--- src/rtl/prog_load_pkg.sv ---
// prog_load_pkg: shared types and constants for the program-load controller
package prog_load_pkg;
    typedef enum logic [2:0] {
        S_IDLE,
        S_LOAD,
        S_RELEASE,
        S_RUN,
        S_DRAIN,
        S_DONE
    } state_t;
    localparam int TGT_REG = 0;
    localparam int TGT_DM = 1;
    localparam int TGT_IM = 2;
    localparam logic [31:0] DEF_HALT_INSTR = 32'hFFFF_FFFF;
endpackage

--- src/rtl/prog_load_ctrl_trace_fifo.sv ---
// trace_fifo: first-word-fall-through FIFO that accepts a push when full if a pop happens in the same cycle
module trace_fifo #(
    parameter int W = 64,
    parameter int DEPTH = 16
) (
    input  logic         clk,
    input  logic         reset,
    input  logic         push,
    input  logic [W-1:0] din,
    output logic         accept,
    input  logic         pop,
    output logic         empty,
    output logic [W-1:0] dout
);
    localparam int AW = $clog2(DEPTH);
    localparam logic [AW:0] ONE = 1;
    logic [W-1:0] mem [DEPTH];
    logic [AW:0] wp, rp;
    logic full, do_pop;
    assign empty = wp == rp;
    assign full = (wp[AW] != rp[AW]) && (wp[AW-1:0] == rp[AW-1:0]);
    assign do_pop = pop && !empty;
    assign accept = push && (!full || do_pop);
    assign dout = mem[rp[AW-1:0]];
    always_ff @(posedge clk) begin
        if (!reset) begin
            wp <= '0;
            rp <= '0;
        end else begin
            if (accept) wp <= wp + ONE;
            if (do_pop) rp <= rp + ONE;
        end
    end
    always_ff @(posedge clk) begin
        if (accept) mem[wp[AW-1:0]] <= din;
    end
endmodule

--- src/rtl/prog_load_ctrl.sv ---
// prog_load_ctrl: streams a program into target memories, releases the CPU, traces its run and drains the trace
module prog_load_ctrl
    import prog_load_pkg::*;
#(
    parameter int DATA_W = 32,
    parameter int ADDR_W = 8,
    parameter int NUM_TGT = 3,
    parameter int TRACE_DEPTH = 16,
    parameter logic [DATA_W-1:0] HALT_INSTR = DATA_W'(DEF_HALT_INSTR),
    localparam int TW = NUM_TGT > 1 ? $clog2(NUM_TGT) : 1
) (
    input  logic              clk,
    input  logic              reset,
    input  logic              start,
    input  logic [15:0]       run_cycles,
    input  logic              ld_valid,
    output logic              ld_ready,
    input  logic [TW-1:0]     ld_tgt,
    input  logic [ADDR_W-1:0] ld_addr,
    input  logic [DATA_W-1:0] ld_data,
    input  logic              ld_last,
    output logic [NUM_TGT-1:0] wr_en,
    output logic [ADDR_W-1:0] wr_addr,
    output logic [DATA_W-1:0] wr_data,
    output logic              cpu_rst_n,
    input  logic [DATA_W-1:0] pc_in,
    input  logic [DATA_W-1:0] instr_in,
    output logic              tr_valid,
    input  logic              tr_ready,
    output logic [DATA_W-1:0] tr_pc,
    output logic [DATA_W-1:0] tr_instr,
    output logic              busy,
    output logic              done,
    output logic              timeout,
    output logic              tgt_err,
    output logic [7:0]        ovf_cnt
);
    state_t state, state_nxt;
    logic [15:0] cyc_cnt;
    logic xfer, tgt_ok, enter_load, in_run, halt, tmo_hit, accept, empty;
    logic [2*DATA_W-1:0] dout;
    assign xfer = ld_valid && ld_ready;
    assign tgt_ok = 32'(ld_tgt) < NUM_TGT;
    assign enter_load = (state == S_IDLE || state == S_DONE) && start;
    assign in_run = state == S_RUN;
    assign halt = in_run && instr_in == HALT_INSTR;
    // halt wins over the cycle limit when both land on the same cycle
    assign tmo_hit = in_run && !halt && run_cycles != 16'd0 && cyc_cnt == run_cycles - 16'd1;
    always_ff @(posedge clk) begin
        if (!reset) state <= S_IDLE;
        else state <= state_nxt;
    end
    always_comb begin
        state_nxt = state;
        case (state)
            S_IDLE:    state_nxt = start ? S_LOAD : S_IDLE;
            S_LOAD:    state_nxt = (xfer && ld_last) ? S_RELEASE : S_LOAD;
            S_RELEASE: state_nxt = S_RUN;
            S_RUN:     state_nxt = (halt || tmo_hit) ? S_DRAIN : S_RUN;
            S_DRAIN:   state_nxt = empty ? S_DONE : S_DRAIN;
            S_DONE:    state_nxt = start ? S_LOAD : S_DONE;
            default:   state_nxt = S_IDLE;
        endcase
    end
    always_comb begin
        ld_ready = state == S_LOAD;
        cpu_rst_n = in_run;
        busy = state inside {S_LOAD, S_RELEASE, S_RUN, S_DRAIN};
        done = state == S_DONE;
    end
    always_ff @(posedge clk) begin
        if (!reset) begin
            wr_en <= '0;
            wr_addr <= '0;
            wr_data <= '0;
            timeout <= 1'b0;
            tgt_err <= 1'b0;
            ovf_cnt <= 8'd0;
            cyc_cnt <= 16'd0;
        end else if (enter_load) begin
            wr_en <= '0;
            timeout <= 1'b0;
            tgt_err <= 1'b0;
            ovf_cnt <= 8'd0;
            cyc_cnt <= 16'd0;
        end else begin
            wr_en <= (xfer && tgt_ok) ? NUM_TGT'(1) << ld_tgt : '0;
            if (xfer) begin
                wr_addr <= ld_addr;
                wr_data <= ld_data;
            end
            if (xfer && !tgt_ok) tgt_err <= 1'b1;
            if (in_run) cyc_cnt <= cyc_cnt + 16'd1;
            if (tmo_hit) timeout <= 1'b1;
            if (in_run && !accept && ovf_cnt != 8'hFF) ovf_cnt <= ovf_cnt + 8'd1;
        end
    end
    trace_fifo #(
        .W(2 * DATA_W),
        .DEPTH(TRACE_DEPTH)
    ) u_fifo (
        .clk(clk),
        .reset(reset),
        .push(in_run),
        .din({pc_in, instr_in}),
        .accept(accept),
        .pop(tr_ready),
        .empty(empty),
        .dout(dout)
    );
    assign tr_valid = !empty;
    assign tr_pc = dout[2*DATA_W-1:DATA_W];
    assign tr_instr = dout[DATA_W-1:0];
endmodule

--- config.mk ---
export PLATFORM = sky130hd
export DESIGN_NAME = prog_load_ctrl
export DESIGN_NICKNAME = d
export VERILOG_FILES = /design/src/rtl/prog_load_pkg.sv /design/src/rtl/prog_load_ctrl_trace_fifo.sv /design/src/rtl/prog_load_ctrl.sv
export SDC_FILE = /design/constraint.sdc
export NUM_CORES = 1
export LEC_CHECK = 0
export CAP_MARGIN = 10
export CORE_ASPECT_RATIO = 1.1
export CORE_MARGIN = 2
export CORE_UTILIZATION = 57
export DETAILED_ROUTE_END_ITERATION = 10
export MAX_ROUTING_LAYER = met4
export PLACE_DENSITY_LB_ADDON = 0.05
export SYNTH_ARGS = -nofsm -noshare
export SYNTH_HDL_FRONTEND = slang
export SYNTH_SLANG_ARGS = --single-unit
export TNS_END_PERCENT = 10
--- constraint.sdc ---
create_clock -name clk -period 8.75 [get_ports clk]
set_input_delay 1.75 -clock clk [delete_from_list [all_inputs] [get_ports clk]]
set_output_delay 1.75 -clock clk [all_outputs]
set_load 0.005 [all_outputs]
Word level (Yosys, flattened, before mapping)
Memory sizes are Yosys's and may differ from the RTL's. A register that Yosys moved wholly into a read port is not among the register bits.
Index checks and enable logic that the tools add are counted.
{"block": "word_totals", "out_inout_bits": 122, "regBits": 82, "inputBits": 128, "n_memories": 1, "wordCells": 70, "ram_bits": 1024}
{"block": "classes", "bitwise_logic": 3, "magnitude_cmp": 1, "n_reduce_logical": 28, "shift": 1, "add_sub_neg": 5, "n_mux": 10, "n_eq_ne": 11}
{"name": "u_fifo.mem", "words": 16, "width": 64, "rd": 1, "rd_clocked_by_memory_dff": 1, "wr": 1, "line_no": "prog_load_ctrl_trace_fifo.sv:17", "rtl": "logic [W-1:0] mem [DEPTH];"}
{"op": "== test 32 bit (second input constant)", "count": 1}
{"op": "case mux 3 bit (6 select lines)", "count": 1}
{"op": "adder 16 x 1 -> 16 bit (second input constant)", "count": 1}
{"op": "== test 16 bit", "count": 1}
{"op": "nonzero test 16 bit", "count": 1}
{"op": "subtractor 16 x 1 -> 16 bit (second input constant)", "count": 1}
{"op": "logical AND 1 bit", "count": 14}
{"op": "adder 5 x 1 -> 5 bit (second input constant)", "count": 2}
{"op": "adder 8 x 1 -> 8 bit (second input constant)", "count": 1}
{"op": "2-to-1 mux 4 bit", "count": 2}
{"op": "inequality test 8 bit (second input constant)", "count": 1}
{"op": "== test 3 x 2 -> 1 bit (second input constant)", "count": 2}
{"op": "== test 3 bit (second input constant)", "count": 2}
{"op": "2-to-1 mux 3 bit", "count": 2}
{"op": "== test 5 bit", "count": 1}
{"op": "zero test 1 bit", "count": 5}
{"op": "== test 4 bit", "count": 1}
{"op": "2-to-1 mux 1 bit", "count": 4}
{"op": "nonzero test 4 bit", "count": 1}
{"op": "== test 3 x 1 -> 1 bit (second input constant)", "count": 1}
{"op": "zero test 3 bit", "count": 1}
{"op": "logical OR 1 bit", "count": 3}
{"op": "NOT 1 bit", "count": 3}
{"op": "OR reduction 3 bit", "count": 1}
{"op": "other kinds (6)", "count": 6}

Logic depth before layout (Yosys ltp)
{"block": "depth", "ltp_word": 9, "ltp_mapped": 9}

Modules after synthesis
A second synthesis with hierarchy kept.
{"block": "hier_totals", "hier_cells": 1942, "area_unflattened_um2": 42754.8}
{"mod": "trace_fifo", "cells_each": 1518, "instances": 1, "area_per_inst_um2": 39296.4, "seq_area_each_um2": 31029.8}
{"mod": "prog_load_ctrl", "cells_each": 424, "instances": 1, "area_per_inst_um2": 3458.3, "seq_area_each_um2": 1441.4}

Worst setup path before layout
No wires, ideal clock.
{"block": "synth_timing", "path_type": "input-to-reg", "start": "in tr_ready", "end": "mem u_fifo.mem[3][0] (enable)", "stages": 4, "setup_slack_ps": 1370, "required_ps": 8185, "n_path_buf": 0, "arrival_ps": 6815, "setup_ps": 565, "path_cell_list": "nor2_1 > a21oi_1 > nand2_1 > nor3_1"}
{"block": "synth_via", "elab_chain_len": 5}
{"element": "from (decl)", "line_no": "prog_load_ctrl.sv:29", "rtl": "input logic tr_ready,"}
{"element": "logical AND 1 bit", "line_no": "prog_load_ctrl_trace_fifo.sv:22", "rtl": "assign do_pop = pop && !empty;"}
{"element": "logical OR 1 bit", "line_no": "prog_load_ctrl_trace_fifo.sv:23", "rtl": "assign accept = push && (!full || do_pop);"}
{"element": "logical AND 1 bit", "line_no": "prog_load_ctrl_trace_fifo.sv:23"}
{"element": "2-to-1 mux 1 bit", "line_no": "prog_load_ctrl_trace_fifo.sv:35", "rtl": "if (accept) mem[wp[AW-1:0]] <= din;"}
{"element": "2-to-1 mux 1 bit (not written as such)", "line_no": "prog_load_ctrl_trace_fifo.sv:35"}
{"element": "to (decl)", "line_no": "prog_load_ctrl_trace_fifo.sv:17"}
No other way between the ends.

==> flow_metrics.py <==
metrics = {
    "critical_path": {
        "path_max_fanout": 102,
        "crit_required_ns": 7.00,
        "critical_path_class": "reg2out",
        "reg2reg_from": "u_fifo.wp[2]",
        "cp-end-kind": "primary output",
        "r2r_setup_slack_ns": 4.69,
        "r2r_cells": 6,
        "r2r_end": "u_fifo.mem[6][2]",
        "cp-start-kind": "flop",
        "cp.arrival_ns": 4.10,
    },
    "synthesis": {
        "syn-cell-area_mm2": 0.0425,
        "seq_area_frac_synth": 0.764,
        "synth-edff-count": 1024,
        "yosysWarnings": 0,
        "synth.distinct_cells": 54,
        "netlist_instances": 1932,
        "yosys_register_bits": 1110,
        "ys.flop_type": "edfxtp_1",
        "synth_fp_nets": 2068,
        "synthArstFlopShare": 0,
        "synth.avg_cell_area_um2": 22.0,
    },
    "sta": {
        "setup_ws_ns": 2.90,
        "slew_headroom": 0.160,
        "worst_pin_slew_ns": 1.26,
        "fin_crit_ns": 5.85,
        "hold_viol_final": 0,
        "hold_slack_ns": 0.461,
        "finalSetupViolCount": 0,
        "rsz0062_at_grt": "false",
        "drv_slew": 0,
        "max_freq_mhz": 171,
        "fin_tns_setup_ns": 0,
        "fin_skew_ns": 0.0144,
        "period_share": 0.669,
    },
    "clock_network": {
        "cts-htree-levels": 3,
        "cts_tree": "built",
        "cts_buffers": 108,
        "ctsRootBufferMaster": "clkbuf_16",
        "cts_resized": 0,
        "cts_buffer_depth": 3,
        "clk_pin_slew_ns": 0.06,
        "post_cts_buffers": 0,
        "cts_sinks": 1110,
        "cts.hold.buffers_added": 0,
        "clock_latency_ns": 0.67,
    },
    "final_layout": {
        "fillers": 4733,
        "final_cells": 3289,
        "area_growth_pct": 16.9,
        "nets": 2366,
        "drive_above_1_share": 0.231,
    },
    "pwr": {
        "p_per_area_mw_per_mm2": 215,
        "ir_drop_mv": 0.181,
        "finalPower_uw": 10700,
        "p_leak_uw": 0.0151,
    },
    "placed_design": {
        "place_congestion": 0.804,
        "dp_hpwl_mm": 46.6,
        "dp.cells": 3082,
        "portBuffers": 249,
        "post-place-ws_ns": 3.27,
    },
    "grt": {
        "overflow": 0,
        "grt_usage": 0.248,
        "grt_pass1_wl_mm": 136,
        "antenna_found_initial": 5,
        "first_global_vias": 21500,
        "grt_max_degree": 178,
    },
    "hold_path": {
        "holdCritStartpoint": "wr_data[23]",
        "worst_hold_path.endpoint": "wr_data[23]",
        "min_path_type": "reg2reg",
        "min_delay_path_depth": 2,
    },
    "detailed_routing": {
        "drtPass1Iterations": 8,
        "post_drt_via_cell_ratio": 6.14,
        "wl_mm": 90.7,
        "num_vias": 20200,
        "drc": 0,
        "postRouteAntennaNets": 0,
        "drt-initial-drc-count": 1672,
        "wl_per_cell_um": 27.6,
    },
    "status": {
        "status": "finished, final reports clean",
    },
    "floorplanning": {
        "die_area_mm2": 0.0768,
        "ios": 250,
        "core-area_mm2": 0.0742,
        "initial_utilization": 0.572,
        "die_h_um": 290,
        "die_x_um": 264,
        "num_rows": 105,
    },
    "run": {
        "maxCapViolations": 0,
    },
}
-- kinds of logic after synthesis --
group / Yosys count / share of synthesized area
DFF: 1110 / 0.764
muxes: 323 / 0.170
and+or+nand+nor: 255 / 0.0296
buffers and inverters: 110 / 0.0104
AOI/OAI and AO/OA: 73 / 0.0123
xor gates and xnor gates: 53 / 0.0109
adders and majority gates: 8 / 0.00236
-- sequential cells by signal (all words and copies together) (netlist names), named ones only --
register    count
u_fifo.mem   1024
wr_data        32
cyc_cnt        16
ovf_cnt         8
wr_addr         8
u_fifo.rp       5
u_fifo.wp       5
state           3
wr_en           3
tgt_err         1
timeout         1
-- metrics by stage --
stage          cell area, um^2  utilization
2_1_floorplan            42500            -
3_3_place_gp             46200        0.623
3_5_place_dp             46200        0.623
4_1_cts                  49600        0.669
5_1_grt                  49700        0.669
6_report                 49700        0.669
-- final cells by class --
class	count	area [um^2]	share of cell area
Clock buffer	142	2900	0.0585
Timing Repair Buffer	286	2830	0.0569
Inverter	12	45.0	0.000907
Antenna cell	5	12.5	0.000252
Clock inverter	59	505	0.0102
Tap cell	963	1200	0.0243
Sequential cell	1110	32500	0.654
Multi-Input combinational cell	712	9690	0.195
-- power by group --
group          internal, uW  leakage, uW  switching [uW]  total (uW)
Clock                  2560      0.00165            1900        4460
Combinational           201      0.00350             184         385
Sequential             5800      0.00990            16.0        5820
Total                  8570       0.0151            2100       10700
-- worst max-delay path, stage by stage, from the launching register on --
cell	delay (ns)
dfxtp_4	1.00
buf_12	0.71
mux4_2	0.60
mux4_2	0.54
clkdlybuf4s50_1	0.49
-- cell usage after synthesis (3+ instances only) --
| cell | count | share of area |
|---|---|---|
| and3_1 | 3 | 0.00044 |
| nor3_1 | 18 | 0.0021 |
| nor2_1 | 51 | 0.0045 |
| ha_1 | 8 | 0.0024 |
| o21ai_0 | 4 | 0.00047 |
| dfxtp_1 | 86 | 0.041 |
| and3b_1 | 3 | 0.00062 |
| a21oi_1 | 9 | 0.0011 |
| nand2b_1 | 3 | 0.00044 |
| nor4_1 | 7 | 0.0010 |
| nand3_1 | 13 | 0.0015 |
| xor2_1 | 20 | 0.0041 |
| nor2b_1 | 4 | 0.00059 |
| edfxtp_1 | 1024 | 0.72 |
| buf_1 | 21 | 0.0019 |
| xnor2_1 | 33 | 0.0068 |
| mux2i_1 | 3 | 0.00071 |
| mux4_2 | 320 | 0.17 |
| a211oi_1 | 3 | 0.00053 |
| nand4_1 | 20 | 0.0029 |
| clkbuf_1 | 58 | 0.0051 |
| or2_2 | 3 | 0.00044 |
| and2_1 | 8 | 0.0012 |
| nand2_1 | 102 | 0.0090 |
| a21boi_0 | 42 | 0.0074 |
| inv_1 | 11 | 0.00097 |
| nor3b_1 | 4 | 0.00071 |
| buf_2 | 18 | 0.0021 |
-- cell usage in the layout (no fill, tap or decap), types with 4 or more instances in the layout --
cell	count
clkinv_1	26
and2_1	8
nor3_1	14
nor2b_1	4
clkdlybuf4s50_1	249
nor2_1	40
a21boi_0	42
nand3_1	13
nor2_4	11
clkinv_2	16
buf_4	33
nor3_2	4
o21ai_0	4
edfxtp_1	1024
xor2_1	20
clkbuf_16	111
dfxtp_1	82
nand4_1	20
xnor2_1	33
bufinv_16	8
a21oi_1	9
inv_1	11
diode_2	5
nand2_1	102
nor4_1	7
nor3b_1	4
dfxtp_4	4
mux4_2	320
ha_1	8
clkbuf_1	30
-- routing by layer --
metal | track usage | routed length, um
met5 | - | 0
met2 | 0.407 | 46300
met4 | 0.0658 | 1660
met3 | 0.0393 | 5680
met1 | 0.331 | 37100
-- worst max-delay path by stage --
| stage | start | slack (ns) | to | depth (start not counted) |
|---|---|---|---|---|
| 2_1_floorplan | tr_ready | 1.37 | u_fifo.mem[3][0] | 4 |
| 6_report | flop | 2.90 | tr_instr[12] | 4 |
| 4_1_cts | flop | 2.75 | tr_instr[17] | 4 |
| 3_5_place_dp | tr_ready | 3.27 | u_fifo.mem[6][60] | 6 |
| 3_3_place_gp | tr_ready | 3.26 | u_fifo.mem[6][60] | 6 |
| 5_1_grt | flop | 2.60 | tr_instr[17] | 4 |
(Power assumes the default switching activity.)
